==> config.mk <==
export PLATFORM = sky130hd
export DESIGN_NAME = microwave_sequencer
export DESIGN_NICKNAME = d
export VERILOG_FILES = /design/src/rtl/mwave_pkg.sv /design/src/rtl/mmss_down_counter.sv /design/src/rtl/microwave_sequencer.sv
export SDC_FILE = /design/constraint.sdc
export NUM_CORES = 1
export LEC_CHECK = 0
export CORE_ASPECT_RATIO = 2
export CORE_MARGIN = 3
export CORE_UTILIZATION = 59
export DETAILED_ROUTE_END_ITERATION = 16
export PLACE_DENSITY_LB_ADDON = 0.05
export SLEW_MARGIN = 20
export SYNTH_ARGS = -nofsm -noshare
export SYNTH_HDL_FRONTEND = slang
export SYNTH_HIERARCHICAL = 1
export SYNTH_SLANG_ARGS = --single-unit
==> constraint.sdc <==
create_clock -name clk -period 4.4 [get_ports clk]
set_input_delay 0.44 -clock clk [delete_from_list [all_inputs] [get_ports clk]]
set_output_delay 0.44 -clock clk [all_outputs]
set_load 0.05 [all_outputs]
==> src/rtl/mwave_pkg.sv <==
// mwave_pkg: shared state encoding, BCD constants and keypad decode for microwave_sequencer.
package mwave_pkg;
    localparam int DIGIT_W = 4;
    localparam logic [DIGIT_W-1:0] MAX_TENS = 4'd5;
    localparam logic [DIGIT_W-1:0] MAX_DIGIT = 4'd9;
    localparam logic [3*DIGIT_W-1:0] QUICK_SECS = 12'h030;
    typedef enum logic [2:0] {
        IDLE    = 3'd0,
        ENTRY   = 3'd1,
        COOKING = 3'd2,
        PAUSED  = 3'd3,
        DONE    = 3'd4
    } state_t;
    function automatic logic [DIGIT_W-1:0] key_digit(input logic [9:0] k);
        logic [DIGIT_W-1:0] d;
        d = '0;
        for (int i = 0; i < 10; i++) if (k[i]) d = DIGIT_W'(i);
        return d;
    endfunction
endpackage

==> src/rtl/mmss_down_counter.sv <==
// mmss_down_counter: three BCD digits (m:ss) with load, shift-in, decrement, add-30 and zero flags.
module mmss_down_counter
    import mwave_pkg::*;
(
    input  logic               clk,
    input  logic               clearn,
    input  logic               i_clr,
    input  logic               i_load_qs,
    input  logic               i_shift,
    input  logic [DIGIT_W-1:0] i_digit,
    input  logic               i_dec,
    input  logic               i_add30,
    output logic [DIGIT_W-1:0] o_min,
    output logic [DIGIT_W-1:0] o_tens,
    output logic [DIGIT_W-1:0] o_secs,
    output logic               o_zero,
    output logic               o_last
);
    logic [DIGIT_W-1:0] r_min, r_tens, r_secs;
    logic [DIGIT_W-1:0] w_dec_min, w_dec_tens, w_dec_secs, w_sum_tens, w_add_tens;
    logic [DIGIT_W:0]   w_add_min;
    logic               w_carry, w_sat;

    // Entered tens above 5 simply count down; only a borrow reloads tens with 5.
    always_comb begin
        w_dec_secs = (r_secs == '0) ? MAX_DIGIT : r_secs - 4'd1;
        w_dec_tens = (r_secs != '0) ? r_tens : (r_tens == '0) ? MAX_TENS : r_tens - 4'd1;
        w_dec_min  = (r_secs == '0 && r_tens == '0) ? r_min - 4'd1 : r_min;
        w_sum_tens = r_tens + QUICK_SECS[7:4];
        w_carry    = w_sum_tens > MAX_TENS;
        w_add_tens = w_carry ? w_sum_tens - (MAX_TENS + 4'd1) : w_sum_tens;
        w_add_min  = {1'b0, r_min} + {{DIGIT_W{1'b0}}, w_carry};
        w_sat      = w_add_min > {1'b0, MAX_DIGIT};
    end

    always_ff @(posedge clk or negedge clearn) begin
        if (!clearn) begin
            {r_min, r_tens, r_secs} <= '0;
        end else if (i_clr) begin
            {r_min, r_tens, r_secs} <= '0;
        end else if (i_load_qs) begin
            {r_min, r_tens, r_secs} <= QUICK_SECS;
        end else if (i_shift) begin
            {r_min, r_tens, r_secs} <= {r_tens, r_secs, i_digit};
        end else if (i_dec && !o_zero) begin
            {r_min, r_tens, r_secs} <= {w_dec_min, w_dec_tens, w_dec_secs};
        end else if (i_add30) begin
            {r_min, r_tens, r_secs} <= w_sat ? {MAX_DIGIT, MAX_TENS, MAX_DIGIT}
                                             : {w_add_min[DIGIT_W-1:0], w_add_tens, r_secs};
        end
    end

    assign o_min  = r_min;
    assign o_tens = r_tens;
    assign o_secs = r_secs;
    assign o_zero = {r_min, r_tens, r_secs} == 12'h000;
    assign o_last = {r_min, r_tens, r_secs} == 12'h001;
endmodule

==> src/rtl/microwave_sequencer.sv <==
// microwave_sequencer: keypad/button sequencer with 1 s prescaler, mm:ss countdown and done beep.
// Define MWAVE_QUICK_START_EN for start-in-IDLE (0:30) and start-while-cooking (+30 s).
module microwave_sequencer
    import mwave_pkg::*;
#(
    parameter int CLK_DIV   = 50_000_000,
    parameter int BEEP_SECS = 3
) (
    input  logic               clk,
    input  logic               clearn,
    input  logic [9:0]         keypad,
    input  logic               startn,
    input  logic               stopn,
    input  logic               canceln,
    input  logic               door_closed,
    output logic [DIGIT_W-1:0] minutes,
    output logic [DIGIT_W-1:0] tens_secs,
    output logic [DIGIT_W-1:0] secs,
    output logic               mag_on,
    output logic               beep,
    output logic [2:0]         state
);
    localparam int PW = (CLK_DIV > 1) ? $clog2(CLK_DIV) : 1;
    localparam int BW = (BEEP_SECS > 1) ? $clog2(BEEP_SECS) : 1;

    state_t          r_state, w_nxt;
    logic [PW-1:0]   r_presc;
    logic [BW-1:0]   r_beep_cnt;
    logic            r_mag, r_beep;
    logic            r_startn_q, r_stopn_q, r_canceln_q;
    logic [9:0]      r_key_q;
    logic            w_start, w_stop, w_cancel, w_key, w_tick, w_cook_entry;
    logic            w_clr, w_shift, w_dec, w_add30, w_load_qs, w_qs_load, w_qs_add;
    logic            w_zero, w_last;

    assign w_start  = r_startn_q & ~startn;
    assign w_stop   = r_stopn_q & ~stopn;
    assign w_cancel = r_canceln_q & ~canceln;
    assign w_key    = $onehot(keypad) && |(keypad & ~r_key_q);
    assign w_tick   = r_presc == PW'(CLK_DIV - 1);

`ifdef MWAVE_QUICK_START_EN
    assign w_qs_load = w_start && door_closed && r_state == IDLE;
    assign w_qs_add  = w_start && r_state == COOKING;
`else
    assign w_qs_load = 1'b0;
    assign w_qs_add  = 1'b0;
`endif

    // Priority chain: cancel, door open, stop, start, key, then timer ticks.
    always_comb begin
        w_nxt     = r_state;
        w_clr     = 1'b0;
        w_shift   = 1'b0;
        w_dec     = 1'b0;
        w_add30   = 1'b0;
        w_load_qs = 1'b0;
        if (w_cancel) begin
            w_nxt = IDLE;
            w_clr = 1'b1;
        end else if (r_state == COOKING && !door_closed) begin
            w_nxt = PAUSED;
        end else if (w_stop && r_state == COOKING) begin
            w_nxt = PAUSED;
        end else if (w_stop && r_state != IDLE) begin
            w_nxt = IDLE;
            w_clr = 1'b1;
        end else if (w_start && door_closed && !w_zero && (r_state == ENTRY || r_state == PAUSED)) begin
            w_nxt = COOKING;
        end else if (w_qs_load) begin
            w_load_qs = 1'b1;
            w_nxt     = COOKING;
        end else if (w_qs_add) begin
            w_add30 = 1'b1;
        end else if (w_key && (r_state == IDLE || r_state == ENTRY || r_state == DONE)) begin
            w_shift = 1'b1;
            w_nxt   = ENTRY;
        end else if (r_state == COOKING && w_tick) begin
            w_dec = 1'b1;
            w_nxt = w_last ? DONE : COOKING;
        end else if (r_state == DONE && w_tick && r_beep_cnt == BW'(BEEP_SECS - 1)) begin
            w_nxt = IDLE;
        end
    end

    assign w_cook_entry = r_state != COOKING && w_nxt == COOKING;

    always_ff @(posedge clk or negedge clearn) begin
        if (!clearn) begin
            r_state     <= IDLE;
            r_presc     <= '0;
            r_beep_cnt  <= '0;
            r_mag       <= 1'b0;
            r_beep      <= 1'b0;
            r_startn_q  <= 1'b1;
            r_stopn_q   <= 1'b1;
            r_canceln_q <= 1'b1;
            r_key_q     <= '0;
        end else begin
            r_state     <= w_nxt;
            r_mag       <= w_nxt == COOKING;
            r_beep      <= w_nxt == DONE;
            r_startn_q  <= startn;
            r_stopn_q   <= stopn;
            r_canceln_q <= canceln;
            r_key_q     <= keypad;
            r_presc     <= (w_cook_entry || w_tick || !(w_nxt == COOKING || w_nxt == DONE))
                           ? '0 : r_presc + PW'(1);
            r_beep_cnt  <= (r_state != DONE || w_nxt != DONE) ? '0 : r_beep_cnt + BW'(w_tick);
        end
    end

    mmss_down_counter u_cnt (
        .clk       (clk),
        .clearn    (clearn),
        .i_clr     (w_clr),
        .i_load_qs (w_load_qs),
        .i_shift   (w_shift),
        .i_digit   (key_digit(keypad)),
        .i_dec     (w_dec),
        .i_add30   (w_add30),
        .o_min     (minutes),
        .o_tens    (tens_secs),
        .o_secs    (secs),
        .o_zero    (w_zero),
        .o_last    (w_last)
    );

    assign mag_on = r_mag;
    assign beep   = r_beep;
    assign state  = r_state;
endmodule

==> results.sh <==
export IMPL_cts_sinks=58
export IMPL_wl_per_cell_um=18.43
export IMPL_synthTopCellsByArea="dfrtp_1 36%, ha_1 4.5%, xnor2_1 3.4%"
export IMPL_ys_types=74
export IMPL_ant_nets=0
export IMPL_violations="setup timing"
export IMPL_required_ps=4630
export IMPL_regArea_um2=1455
export IMPL_grt_start_max_net_pins=59
export IMPL_dp_slack_ps=-908.1
export IMPL_totalWireLength_um=10120
export IMPL_final_common_cell="dfrtp_1"
export IMPL_fmax_mhz=226.6
export IMPL_layout_setup_ws_ps=-12.35
export IMPL_drive_gt1_share_pct=28.08
export IMPL_crit_path_max_fanout=7
export IMPL_num_vias=3327
export IMPL_p_per_area_nw_per_um2=471.6
export IMPL_status="finished with violations"
export IMPL_ys_seq_area_share_pct=37.71
export IMPL_die_area_um2=7606
export IMPL_routed_via_density=6.060
export IMPL_hold_ws_ps=255.0
export IMPL_max_cap_viol_count=0
export IMPL_htreeDepth=3
export IMPL_synth_area_leader_cell="dfrtp_1"
export IMPL_fp_dieH_um=120.4
export IMPL_core_um2=6310
export IMPL_nets=497
export IMPL_fin_util_pct=79.16
export IMPL_crit_arrival_ps=4640
export IMPL_path_clk_slew_ps=50
export IMPL_async_flop_share_pct=100.0
export IMPL_start_kind="primary input"
export IMPL_dpl_hpwl_um=6984
export IMPL_synth_xor_xnor_area_share_pct=6.355
export IMPL_fp_dieW_um=63.19
export IMPL_grt_overflow=0
export IMPL_synth_area_mux_share_pct=0.8106
export IMPL_firstDrtPassIters=4
export IMPL_finalHoldViolCount=0
export IMPL_ys_ff_latch=58
export IMPL_rows=41
export IMPL_min_period_over_period_pct=100.3
export IMPL_clockRootBuffer="clkbuf_16"
export IMPL_grt_pass1_vias=3513
export IMPL_io_buffers=32
export IMPL_period_minus_slack_ps=4412
export IMPL_crit_type="primary input to flop"
export IMPL_synthCells=392
export IMPL_n_fill_cell=425
export IMPL_slew_violations=0
export IMPL_irDropWorstVdd_v=0.0004232
export IMPL_synth_simple_area_share_pct=17.61
export IMPL_skew_ps=9.537
export IMPL_antenna_found_initial=0
export IMPL_area_growth_synth_to_final_pct=29.44
export IMPL_yosysTopAreaCellShare_pct=35.67
export IMPL_initial_core_util_pct=61.15
export IMPL_setup_violations_final=1
export IMPL_postSynthAreaPerCell_um2=9.844
export IMPL_synthAdderAreaFrac_pct=7.652
export IMPL_synthFlopType="dfrtp_1"
export IMPL_max_slew_margin_pct=20.83
export IMPL_final_cell_mix="55 x dfrtp_1, 30 x inv_1, 27 x buf_4"
export IMPL_cellLeakagePower_uw=0.002041
export IMPL_synth_compound_area_share_pct=24.09
export IMPL_tightest_slew_ps=1175
export IMPL_syn_cell_area_um2=3859
export IMPL_cts_tree="done"
export IMPL_rsz0062_at_grt="true"
export IMPL_synth_edf_count=0
export IMPL_crit_path_end_kind="flop"
export IMPL_pin_count=33
export IMPL_antenna_cells=0
export IMPL_clkLatencyLatePin_ps=330
export IMPL_route_detailed_drc=0
export IMPL_cts_buffers_inserted=9
export IMPL_stdcell_count=549
export IMPL_globalplace_congestion=0.9064
export IMPL_drtIter0Drc=218
export IMPL_grtUsageTotal_pct=27.42
export IMPL_clock_path_buffers=2
export IMPL_synth_top_family_by_area="compound AO/OA/AOI/OAI gates"
export IMPL_hold_path_class="primary input to asynchronous set/reset pin"
export IMPL_yosys_warnings=6
export IMPL_dp_cells=531
export IMPL_multi_input_area_um2=2402
export IMPL_grt_pass1_wl_um=16130
where the power goes:
group	switching [µW]	leakage [µW]	total (µW)	internal [µW]
registers	81.9	0.000768	660	578
logic	630	0.00115	1080	451
clock network	214	0.000128	615	400
total	926	0.00204	2360	1430
cells in the mapped netlist (6+ instances only):
library cell	number
dfrtp_1	55
inv_1	34
nor2_1	24
nand2_1	23
a21oi_1	15
o21ai_0	15
xnor2_1	15
ha_1	14
nor3_1	14
nand2b_1	13
xor2_1	13
nand3_1	11
a211oi_1	10
a211oi_2	10
a21oi_2	10
clkbuf_1	7
fa_1	6
nand4_1	6
routing by layer:
layer | track usage (%) | part of all wire, % | routed length [µm]
met1 | 26.81 | 36 | 3595
met2 | 51.89 | 58 | 5823
met3 | 4.461 | 2.9 | 291
met4 | 17.19 | 4.0 | 405
met5 | 0 | 0 | 0
worst paths after layout:
kind,start,to,slack [ps],cells past startpoint
setup / recovery,keypad[9],u_cnt/o_min[3]$_DFFE_PN0P_,-10,18
hold / removal,clearn,r_presc[15]$_DFF_PN0_,260,2
setup reg to reg,u_cnt/o_tens[0]$_DFFE_PN0P_,u_cnt/o_tens[1]$_DFFE_PN0P_,320,15
hold reg to reg,r_presc[0]$_DFF_PN0_,r_presc[0]$_DFF_PN0_,510,1
max in group asynchronous,clearn,r_key_q[2]$_DFF_PN0_,3650,2
min in group clk,keypad[9],r_key_q[9]$_DFF_PN0_,340,2
through the flow:
step	power (µW)	instance area (µm²)	setup TNS [ps]
global route	2479	4995	-642.8
finish	2356	4995	-12.35
floorplan	1299	3925	-115.8
CTS	2260	4841	-129.1
detailed placement	1596	4518	-20590
global placement	1569	4518	-16940
worst max-delay path, stage by stage:
cell and delay [ps]:
buf_6 100, fa_1 500, fa_1 540, inv_2 50, fa_1 460, inv_1 70
ha_2 180, inv_2 40, fa_2 340, a2111o_1 300, a221o_1 340, a31oi_4 200
nor4_4 90, buf_6 170, o41a_4 150, buf_4 170, o221a_1 290, o31ai_1 220
cell type report:
class	instances	area share, %
inverters	36	2.831
repair buffers	68	12.58
flip-flops and latches	58	29.13
clock buffers	13	5.210
multi-input cells	288	48.10
well taps	86	2.154
timing repair:
item | 4_1_cts | 5_1_grt
hold buffers | 0 | 0
endpoints found under the setup margin | 35 | 12
pin swaps | 20 | 10
setup buffers | 2 | 4
resized for setup | 43 | 27
sequential cells by signal, indices dropped and copies added, names as in the netlist:
| name | count |
|---|---|
| r_beep_cnt | 2 |
| u_cnt/o_secs | 4 |
| r_startn_q | 1 |
| r_presc | 26 |
| state | 3 |
| beep | 1 |
| mag_on | 1 |
| u_cnt/o_tens | 4 |
| u_cnt/o_min | 4 |
| r_key_q | 10 |
| r_stopn_q | 1 |
| r_canceln_q | 1 |
cell families (layout without fill, tap and decap cells):
family / count (synthesis) / after routing
AO/OA/AOI/OAI: 106 / 106
XOR/XNOR: 28 / 28
adder cells (fa/ha/maj): 20 / 20
buffers and inverters: 52 / 117
flip-flops: 58 / 58
multiplexers: 3 / 3
other: 1 / 7
AND/OR/NAND/NOR: 124 / 124
(Power assumes the default switching activity.)
